==> config.mk <==
export PLATFORM = sky130hd
export DESIGN_NAME = pulse_rate_counter
export DESIGN_NICKNAME = d
export VERILOG_FILES = /design/src/rtl/pulse_rate_counter.sv
export SDC_FILE = /design/constraint.sdc
export NUM_CORES = 1
export LEC_CHECK = 0
export CORE_UTILIZATION = 29
export CTS_CLUSTER_DIAMETER = 50
export DETAILED_ROUTE_END_ITERATION = 8
export PLACE_DENSITY = 0.52
export SLEW_MARGIN = 5
export SYNTH_ARGS = -nofsm -noshare
export SYNTH_HDL_FRONTEND = slang
export SYNTH_SLANG_ARGS = --single-unit
==> constraint.sdc <==
create_clock -name clk -period 4.61 [get_ports clk]
set_input_delay 0.461 -clock clk [delete_from_list [all_inputs] [get_ports clk]]
set_output_delay 0.461 -clock clk [all_outputs]
set_load 0.005 [all_outputs]
==> src/rtl/pulse_rate_counter.sv <==
// Pulse rate counter: edge-detects a pulse stream, applies a detector dead time and
// reports the number of accepted events per fixed gate window with valid/ack handshake.
module pulse_rate_counter #(
    parameter int GATE_CYCLES = 1000,
    parameter int DEAD_CYCLES = 4,
    parameter int CNT_W       = 16
) (
    input  logic             clk,
    input  logic             rst_n,
    input  logic             pulse,
    input  logic             enable,
    input  logic             count_ack,
    output logic [CNT_W-1:0] count,
    output logic             count_valid,
    output logic             count_sat,
    output logic             overrun,
    output logic             dead_active
);

    localparam int GW = $clog2(GATE_CYCLES);
    localparam int DW = (DEAD_CYCLES > 1) ? $clog2(DEAD_CYCLES) : 1;
    localparam logic [GW-1:0]    GATE_LAST = GW'(GATE_CYCLES - 1);
    localparam logic [CNT_W-1:0] ACC_MAX   = '1;
    localparam logic [DW-1:0]    DEAD_LOAD = (DEAD_CYCLES > 0) ? DW'(DEAD_CYCLES - 1) : '0;

    typedef enum logic {IDLE, DEAD} state_t;

    state_t           state, state_next;
    logic [DW-1:0]    dead_cnt, dead_cnt_next;
    logic             pulse_q;
    logic [GW-1:0]    gate_cnt;
    logic [CNT_W-1:0] acc, acc_inc;
    logic             sat, sat_inc;
    logic             rise, accept, eow;

    assign rise    = pulse & ~pulse_q;
    assign accept  = enable & rise & (state == IDLE);
    assign eow     = enable & (gate_cnt == GATE_LAST);
    // Accumulator and sat flag as they stand after this cycle's event, if any.
    assign acc_inc = (accept && acc != ACC_MAX) ? acc + 1'b1 : acc;
    assign sat_inc = sat | (accept & (acc == ACC_MAX));

    assign dead_active = (state == DEAD);

    // dead_cnt holds the number of DEAD cycles still to follow the current one.
    always_comb begin
        state_next    = state;
        dead_cnt_next = dead_cnt;
        if (!enable) begin
            state_next    = IDLE;
            dead_cnt_next = '0;
        end else begin
            case (state)
                IDLE: if (accept && DEAD_CYCLES > 0) begin
                    state_next    = DEAD;
                    dead_cnt_next = DEAD_LOAD;
                end
                DEAD: if (dead_cnt == '0) state_next = IDLE;
                      else dead_cnt_next = dead_cnt - 1'b1;
                default: state_next = IDLE;
            endcase
        end
    end

    // NOTE: reset is synchronous, so it lives inside the clocked branch and every
    // register here uses non-blocking assignment to avoid ordering races.
    always_ff @(posedge clk) begin
        if (!rst_n) begin
            state    <= IDLE;
            dead_cnt <= '0;
        end else begin
            state    <= state_next;
            dead_cnt <= dead_cnt_next;
        end
    end

    always_ff @(posedge clk) begin
        if (!rst_n) begin
            pulse_q     <= 1'b0;
            gate_cnt    <= '0;
            acc         <= '0;
            sat         <= 1'b0;
            count       <= '0;
            count_valid <= 1'b0;
            count_sat   <= 1'b0;
            overrun     <= 1'b0;
        end else begin
            pulse_q <= pulse;

            if (!enable || eow) begin
                gate_cnt <= '0;
                acc      <= '0;
                sat      <= 1'b0;
            end else begin
                gate_cnt <= gate_cnt + 1'b1;
                acc      <= acc_inc;
                sat      <= sat_inc;
            end

            // A coinciding ack consumes the old result; the new one stays valid.
            if (eow) begin
                count       <= acc_inc;
                count_sat   <= sat_inc;
                count_valid <= 1'b1;
                if (count_valid && !count_ack) overrun <= 1'b1;
                else if (count_ack)            overrun <= 1'b0;
            end else if (count_ack && count_valid) begin
                count_valid <= 1'b0;
                overrun     <= 1'b0;
            end
        end
    end

endmodule

Word-level counts from Yosys, hierarchy flattened. Index checks and enable logic that the tools add are counted.

Flip-flop bits (word level): 50. Input bits: 5. Output and inout port bits: 20. Logic and storage cells: 52.

Add/sub/neg operators: 3. Equal/unequal tests: 6. Mux-type cells: 12. Bitwise logic cells: 9. Reduce and logical (&&, ||, !) cells: 12.

Operator list (count): $add A16 B1 Y16 const B (1); $eq A16 B16 Y1 const B (1); $mux W16 (1); $ne A16 B16 Y1 const B (1); $add A10 B1 Y10 const B (1); $eq A10 B10 Y1 const B (1); $mux W1 (7); $reduce_and A2 Y1 (3); $and A1 B1 Y1 (5); $mux W2 (2); $ne A2 B2 Y1 const B (2); $pmux W2 S2 (1); $logic_and A1 B1 Y1 (3); $ne A3 B2 Y1 const B (1); $not A1 Y1 (3); $logic_not A1 Y1 (2); $logic_not A2 Y1 (1); $pmux W1 S2 (1); $reduce_bool A2 Y1 (1); $reduce_or A2 Y1 (1); $sub A2 B1 Y2 const B (1); $logic_or A1 B1 Y1 (1); $or A1 B1 Y1 (1).

Depth between registers and ports, before layout. Gate-level depths: netlist (run 1).

Depth after elaboration: 6. Gate-level depth with buffers: 7. Gate-level depth less buffers: 5.

Worst setup path after synthesis (run 1). OpenSTA, ideal clock, no wires.

Path type: input port to flip-flop. Start: input enable. End: register count[7]. Setup time: 74 ps. Data arrival time: 1778 ps. Setup slack: 2757 ps. Cell stages on the path: 5. Path buffers: 1. Cells stage by stage: nand4bb_1 clkbuf_1 or3_1 or4_1 a31oi_1.

Longest elaborated chain between the ends: 4.

RTL lines: from (decl) (line 11) `input logic enable,`; $and A1 B1 Y1 (2 in a row) (line 37) `assign accept = enable & rise & (state == IDLE);`; $logic_and A1 B1 Y1 (line 40) `assign acc_inc = (accept && acc != ACC_MAX) ? acc + 1'b1 : acc;`; $mux W16 (line 40); to (signal assigned) (line 102) `count <= acc_inc;`; to (decl) (line 13) `output logic [CNT_W-1:0] count,`.

Parallel ways exist; a longest one is shown, timed or not. A chain may end at the register's enable or synchronous reset.

Final worst setup path (run 1).
Start: register gate_cnt[0]. End: register count[8].

Longest elaborated chain between the ends: 2.

RTL lines: from (decl) (line 31) `logic [GW-1:0] gate_cnt;`; from (signal assigned) (line 95) `gate_cnt <= gate_cnt + 1'b1;`; $eq A10 B10 Y1 (line 38) `assign eow = enable & (gate_cnt == GATE_LAST);`; $and A1 B1 Y1 (line 38).

Every way passes these cells.

==> impl_metrics.toml, run 1 <==
[timing]
slew_headroom = 0.260
skew_ns = 0.00803
setup_viol = 0
setup_slack_ns = 2.10
fin_crit_ns = 2.51
tightest_slew_ns = 1.11
clock.fmax_mhz = 398
rsz0062_at_grt = "no"
fin_crit_sh = 0.545
drv_slew = 0
setup_tns_ns = 0
hold_violations = 0

[layout]
final_common_cell = "dfxtp_1"
finalNetCount = 263
n_fill_cell = 734
drive_gt1_frac = 0.0664
layout_common_cells = "50 x dfxtp_1, 24 x o21ai_0, 24 x clkdlybuf4s50_1"
diodes = 0
syn2layout_area_growth_pct = 20.9

[route]
drt-total-wl_um = 4390
drtAntennaViolNets = 0
dr_total_vias = 1701
drc = 0
wl_per_cell_um = 12.5
vias_per_cell = 4.83
first_pass_iters = 4
drtIter0Drc = 127

[setup_path]
reg2regPathDepth = 5
cp_slowest_cell = "and4_1"
startpoint_type = "flop"
end_kind = "flop"
crit_cells = 5
cp_data_arrival_time_ns = 2.73
cp_top_family = "simple AND/OR/NAND/NOR gates"
path_buf_inv = 0
cp.required_ns = 4.82
max_stage_delay_ns = 0.99
crit_type = "reg -> reg"
crit_fanout = 35
path_cells = "ha_1 > nor4bb_1 > and4_1 > nand2_1 > o22ai_1"

[clock_network]
cts_setup_buffers = 0
cts_tree = "built"
postCtsHoldBufs = 0
ctsRootBufferMaster = "clkbuf_8"
numClockSinks = 50
cts_resized = 0
clk_path_buf_depth = 2
insertion_delay_ns = 0.30
ctsHtreeMaxLevel = 2
path_clk_slew_ns = 0.09
cts_made_buffers = 5

[global_route]
grt_max_degree = 36
antenna_found_initial = 0
grt_pass1_vias = 1594
grt.total_usage = 0.124
grt-ovfl-total = 0
grt_pass1_wl_um = 7500

[synthesis]
synthAdderAreaFrac = 0.0177
synth_edf_count = 0
syn-instance-count = 234
ys_seq_area_frac = 0.471
synthSimpleGateAreaFrac = 0.235
syn-cell-area_um2 = 2130
synth-xor-area-share = 0.0288
yosysWarnings = 0
ys_seq_elements = 50
muxShareOfSynthArea = 0.0141
synth_compound_area_frac = 0.189
ys_async_sr_fraction = 0
synth_nets = 242
synth_ff_type = "dfxtp_1"
synth_area_per_cell_um2 = 9.08
synth.distinct_cells = 44
synth_top_family_by_area = "simple AND/OR/NAND/NOR gates"

[die]
rows = 30
pin_count = 25
start_util = 0.306
die_area_um2 = 7680
die_w_um = 87.6
die_h_um = 87.6
coreArea_um2 = 6940

[flow_run]
maxCapViolations = 0

[pwr]
leakagePower_uw = 0.000811
p_per_area_nw_per_um2 = 320
vdd_ir_drop_max_mv = 0.122

[placement]
place_congestion = 0.800
dp_hpwl_um = 3000
place_ws_ns = 1.84
port_buffers = 24

[min_path]
worstHoldPathCells = 2
hold_path_class = "reg -> reg"

[run_status]
status = "finished, final reports clean"
## registers in the layout, indices dropped and copies added, names as in the netlist
signal	flops
dead_cnt	2
dead_active	1
pulse_q	1
count	16
count_sat	1
sat	1
overrun	1
count_valid	1
gate_cnt	10
acc	16
## routing by layer
| metal | part of all wire | routed length (um) | vias up | global-route usage |
|---|---|---|---|---|
| li1 | - | - | 911 | - |
| met1 | 0.53 | 2330 | 758 | 0.174 |
| met2 | 0.42 | 1820 | 25 | 0.186 |
| met3 | 0.042 | 185 | 7 | 0.0330 |
| met4 | 0.012 | 51 | 0 | 0.0402 |
| met5 | 0 | 0 | - | 0 |
## power by group
group | leakage, uW | switching, uW | internal (uW)
Clock | 0.0000683 | 147 | 217
Combinational | 0.000339 | 13.5 | 8.18
Sequential | 0.000403 | 1.84 | 434
## tightest hold or removal path, delay by kind of cell, from the launching register on
family           cells  cell delay (ns)
flip-flops           1             0.32
AND/OR/NAND/NOR      1             0.07
AO/OA/AOI/OAI        1             0.05
## metrics by stage
stage	power, uW	area, um^2	instances	util	hold WS [ns]
2_1_floorplan	459	2130	234	-	0.424
3_3_place_gp	468	2430	344	0.350	0.440
3_5_place_dp	468	2430	344	0.350	0.445
4_1_cts	836	2570	352	0.370	0.469
5_1_grt	858	2570	352	0.370	0.490
6_report	822	2570	352	0.370	0.463
## final timing paths
check	from	to	slack [ns]
worst max register to register	gate_cnt[0]	count[8]	2.10
worst min-delay path	sat	sat	0.46
worst min register to register	sat	sat	0.46
worst max-delay path	gate_cnt[0]	count[8]	2.10
## kinds of logic (layout without fill, tap and decap cells)
kind of cell | count (synthesis) | in the layout
muxes | 3 | 3
AOI/OAI and AO/OA | 67 | 67
xor gates and xnor gates | 7 | 7
adders and majority gates | 3 | 3
buffers and inverters | 20 | 42
DFF | 50 | 50
and+or+nand+nor | 84 | 84
## cell type report
| class | count | area [um^2] | area share |
|---|---|---|---|
| multi-input cells | 164 | 1030 | 0.401 |
| clock inverters | 3 | 68.8 | 0.0268 |
| repair buffers | 25 | 248 | 0.0964 |
| flip-flops and latches | 50 | 1000 | 0.389 |
| well taps | 96 | 120 | 0.0467 |
| clock buffers | 5 | 68.8 | 0.0268 |
| inverters | 9 | 33.8 | 0.0131 |
## cell usage after synthesis (3+ instances only)
cell,number,area share
ha_1,3,0.018
nand3_1,6,0.014
mux2i_1,3,0.014
a31oi_1,10,0.029
o31ai_1,3,0.011
o21ai_0,24,0.057
nor3_1,5,0.012
o22ai_1,3,0.0088
or3_1,9,0.026
nand4_1,8,0.024
and4_1,3,0.012
nand2_1,12,0.021
a21oi_1,16,0.038
nor2b_1,3,0.0088
clkbuf_1,7,0.012
nor4_1,5,0.015
xor2_1,4,0.016
xnor2_1,3,0.012
nor2_1,17,0.030
inv_1,9,0.016
dfxtp_1,50,0.47
(Power assumes the default switching activity.)
==> run 2, diff against run 1 <==
--- a/config.mk
+++ b/config.mk
@@ -8,7 +8,7 @@
 export CORE_UTILIZATION = 29
 export CTS_CLUSTER_DIAMETER = 50
 export DETAILED_ROUTE_END_ITERATION = 8
-export PLACE_DENSITY = 0.52
+export PLACE_DENSITY = 0.54
 export SLEW_MARGIN = 5
 export SYNTH_ARGS = -nofsm -noshare
 export SYNTH_HDL_FRONTEND = slang
==> constraint.sdc (replaced) <==
create_clock -name clk -period 2.05 [get_ports clk]
set_input_delay 0.205 -clock clk [delete_from_list [all_inputs] [get_ports clk]]
set_output_delay 0.205 -clock clk [all_outputs]
set_load 0.005 [all_outputs]
==> run 2 against run 1 <==
Against the previous run: setup slack got worse by 2.0 ns; core utilization up 1.2 points; routed wire length down 2.3%; cell count rose by 3.7%; combinational power rose by 150%; register-to-register slack got worse by 1.9 ns; flip-flop and latch count stayed put; critical endpoint is now count[15]; critical path depth unchanged; clock skew decreased by 0.0049 ns; die area unchanged.
==> impl_metrics.toml, run 2 (same netlist as run 1, synthesis figures left out) <==
[run_status]
status = "finished, final reports clean"

[route]
first_pass_iters = 4
drtIter0Drc = 117
vias_per_cell = 4.85
wl_met2_um = 1910
wl_per_cell_um = 11.8
drt-total-wl_um = 4290
met3_length_um = 157
wl_met1_um = 2170
drc = 0
drtAntennaViolNets = 0
highest_layer = "met4"
dr_total_vias = 1770

[pwr]
power_frac_clock = 0.385
switching_share = 0.203
fin_total_pwr_uw = 1680
combPwrFrac = 0.032
p_sw_uw = 341
pwr-share-seq = 0.583
vdd_ir_drop_max_mv = 0.370
leakagePower_uw = 0.000867
intPower_uw = 1340
p_per_area_nw_per_um2 = 633

[timing]
fin_crit_sh = 0.934
hold_violations = 0
drv_slew = 0
worst_hold_slack_ns = 0.459
setup_viol = 0
tightest_slew_ns = 0.400
rsz0062_at_grt = "no"
setup_slack_ns = 0.136
fin_crit_ns = 1.91
clock.fmax_mhz = 523
slew_headroom = 0.730
skew_ns = 0.00312

[die]
start_util = 0.306
pin_count = 25
die_area_um2 = 7680
rows = 30
die_h_um = 87.6
coreArea_um2 = 6940
die_w_um = 87.6

[layout]
final_util = 0.382
drive_gt1_frac = 0.112
largest_registers = "acc: 16 flops, count: 16 flops, gate_cnt: 10 flops"
final_common_cell = "dfxtp_1"
syn2layout_area_growth_pct = 24.8
layout_common_cells = "50 x dfxtp_1, 24 x o21ai_0, 24 x clkdlybuf4s50_1"
finalNetCount = 276
diodes = 0

[global_route]
antenna_found_initial = 0
grt_pass1_wl_um = 7400
grt_max_degree = 36
grt_pass1_vias = 1659
grt-ovfl-total = 0
grt.total_usage = 0.125

[clock_network]
postCtsHoldBufs = 0
cts_setup_buffers = 0
cts_tree = "built"
ctsHtreeMaxLevel = 2
cts_resized = 0
ctsRootBufferMaster = "clkbuf_8"
path_clk_slew_ns = 0.08
numClockSinks = 50
insertion_delay_ns = 0.29
cts_made_buffers = 5
clk_path_buf_depth = 2

[setup_path]
end_kind = "flop"
cp.required_ns = 2.28
crit_fanout = 6
crit_type = "in -> reg"
cp_data_arrival_time_ns = 2.14
startpoint_type = "input port"

[placement]
port_buffers = 24
dp_hpwl_um = 3040
place_congestion = 0.832
place_ws_ns = -0.169

[flow_run]
maxCapViolations = 0

[min_path]
hold_path_class = "reg -> reg"
-- run 2: through the flow --
stage	std cells	cell area [um^2]	setup TNS [ns]
global route	365	2650	0
floorplan	234	2130	0
finish	365	2650	0
CTS	365	2650	0
detailed placement	357	2540	-1.22
global placement	357	2540	-1.09
-- run 2: final timing paths --
| kind | startpoint | endpoint | slack (ns) | depth (start not counted) |
|---|---|---|---|---|
| hold / removal | sat | sat | 0.46 | 2 |
| hold reg to reg | sat | sat | 0.46 | 2 |
| setup reg to reg | acc[3] | count[7] | 0.15 | 5 |
| setup / recovery | enable | count[15] | 0.14 | 5 |
-- run 2: critical path, stage by stage --
cell and delay, ns:
clkdlybuf4s50_1 0.51, nand4bb_1 0.20, or4_4 0.57, or4_4 0.50
a31oi_1 0.16
-- run 2: cell type report --
class / instances / area [um^2]
sequential: 50 / 1000
multi-input combinational: 164 / 1030
clock buffer: 8 / 110
tap: 96 / 120
timing repair buffer: 38 / 358
fill: 732 / 4290
inverter: 9 / 33.8
-- run 2: power by group through the flow --
stage / Clock (uW) / Sequential, uW / Combinational (uW)
CTS: 670 / 980 / 54.8
global route: 706 / 981 / 62.0
detailed placement: 0 / 1000 / 54.7
global placement: 0 / 1000 / 54.5
finish: 647 / 979 / 53.8
floorplan: 0 / 1000 / 31.2
-- run 2: layer usage --
layer  track usage  vias up
met5             0        -
met1         0.160      798
met2         0.199       27
met3        0.0405        7
li1              -      938
met4        0.0387        0
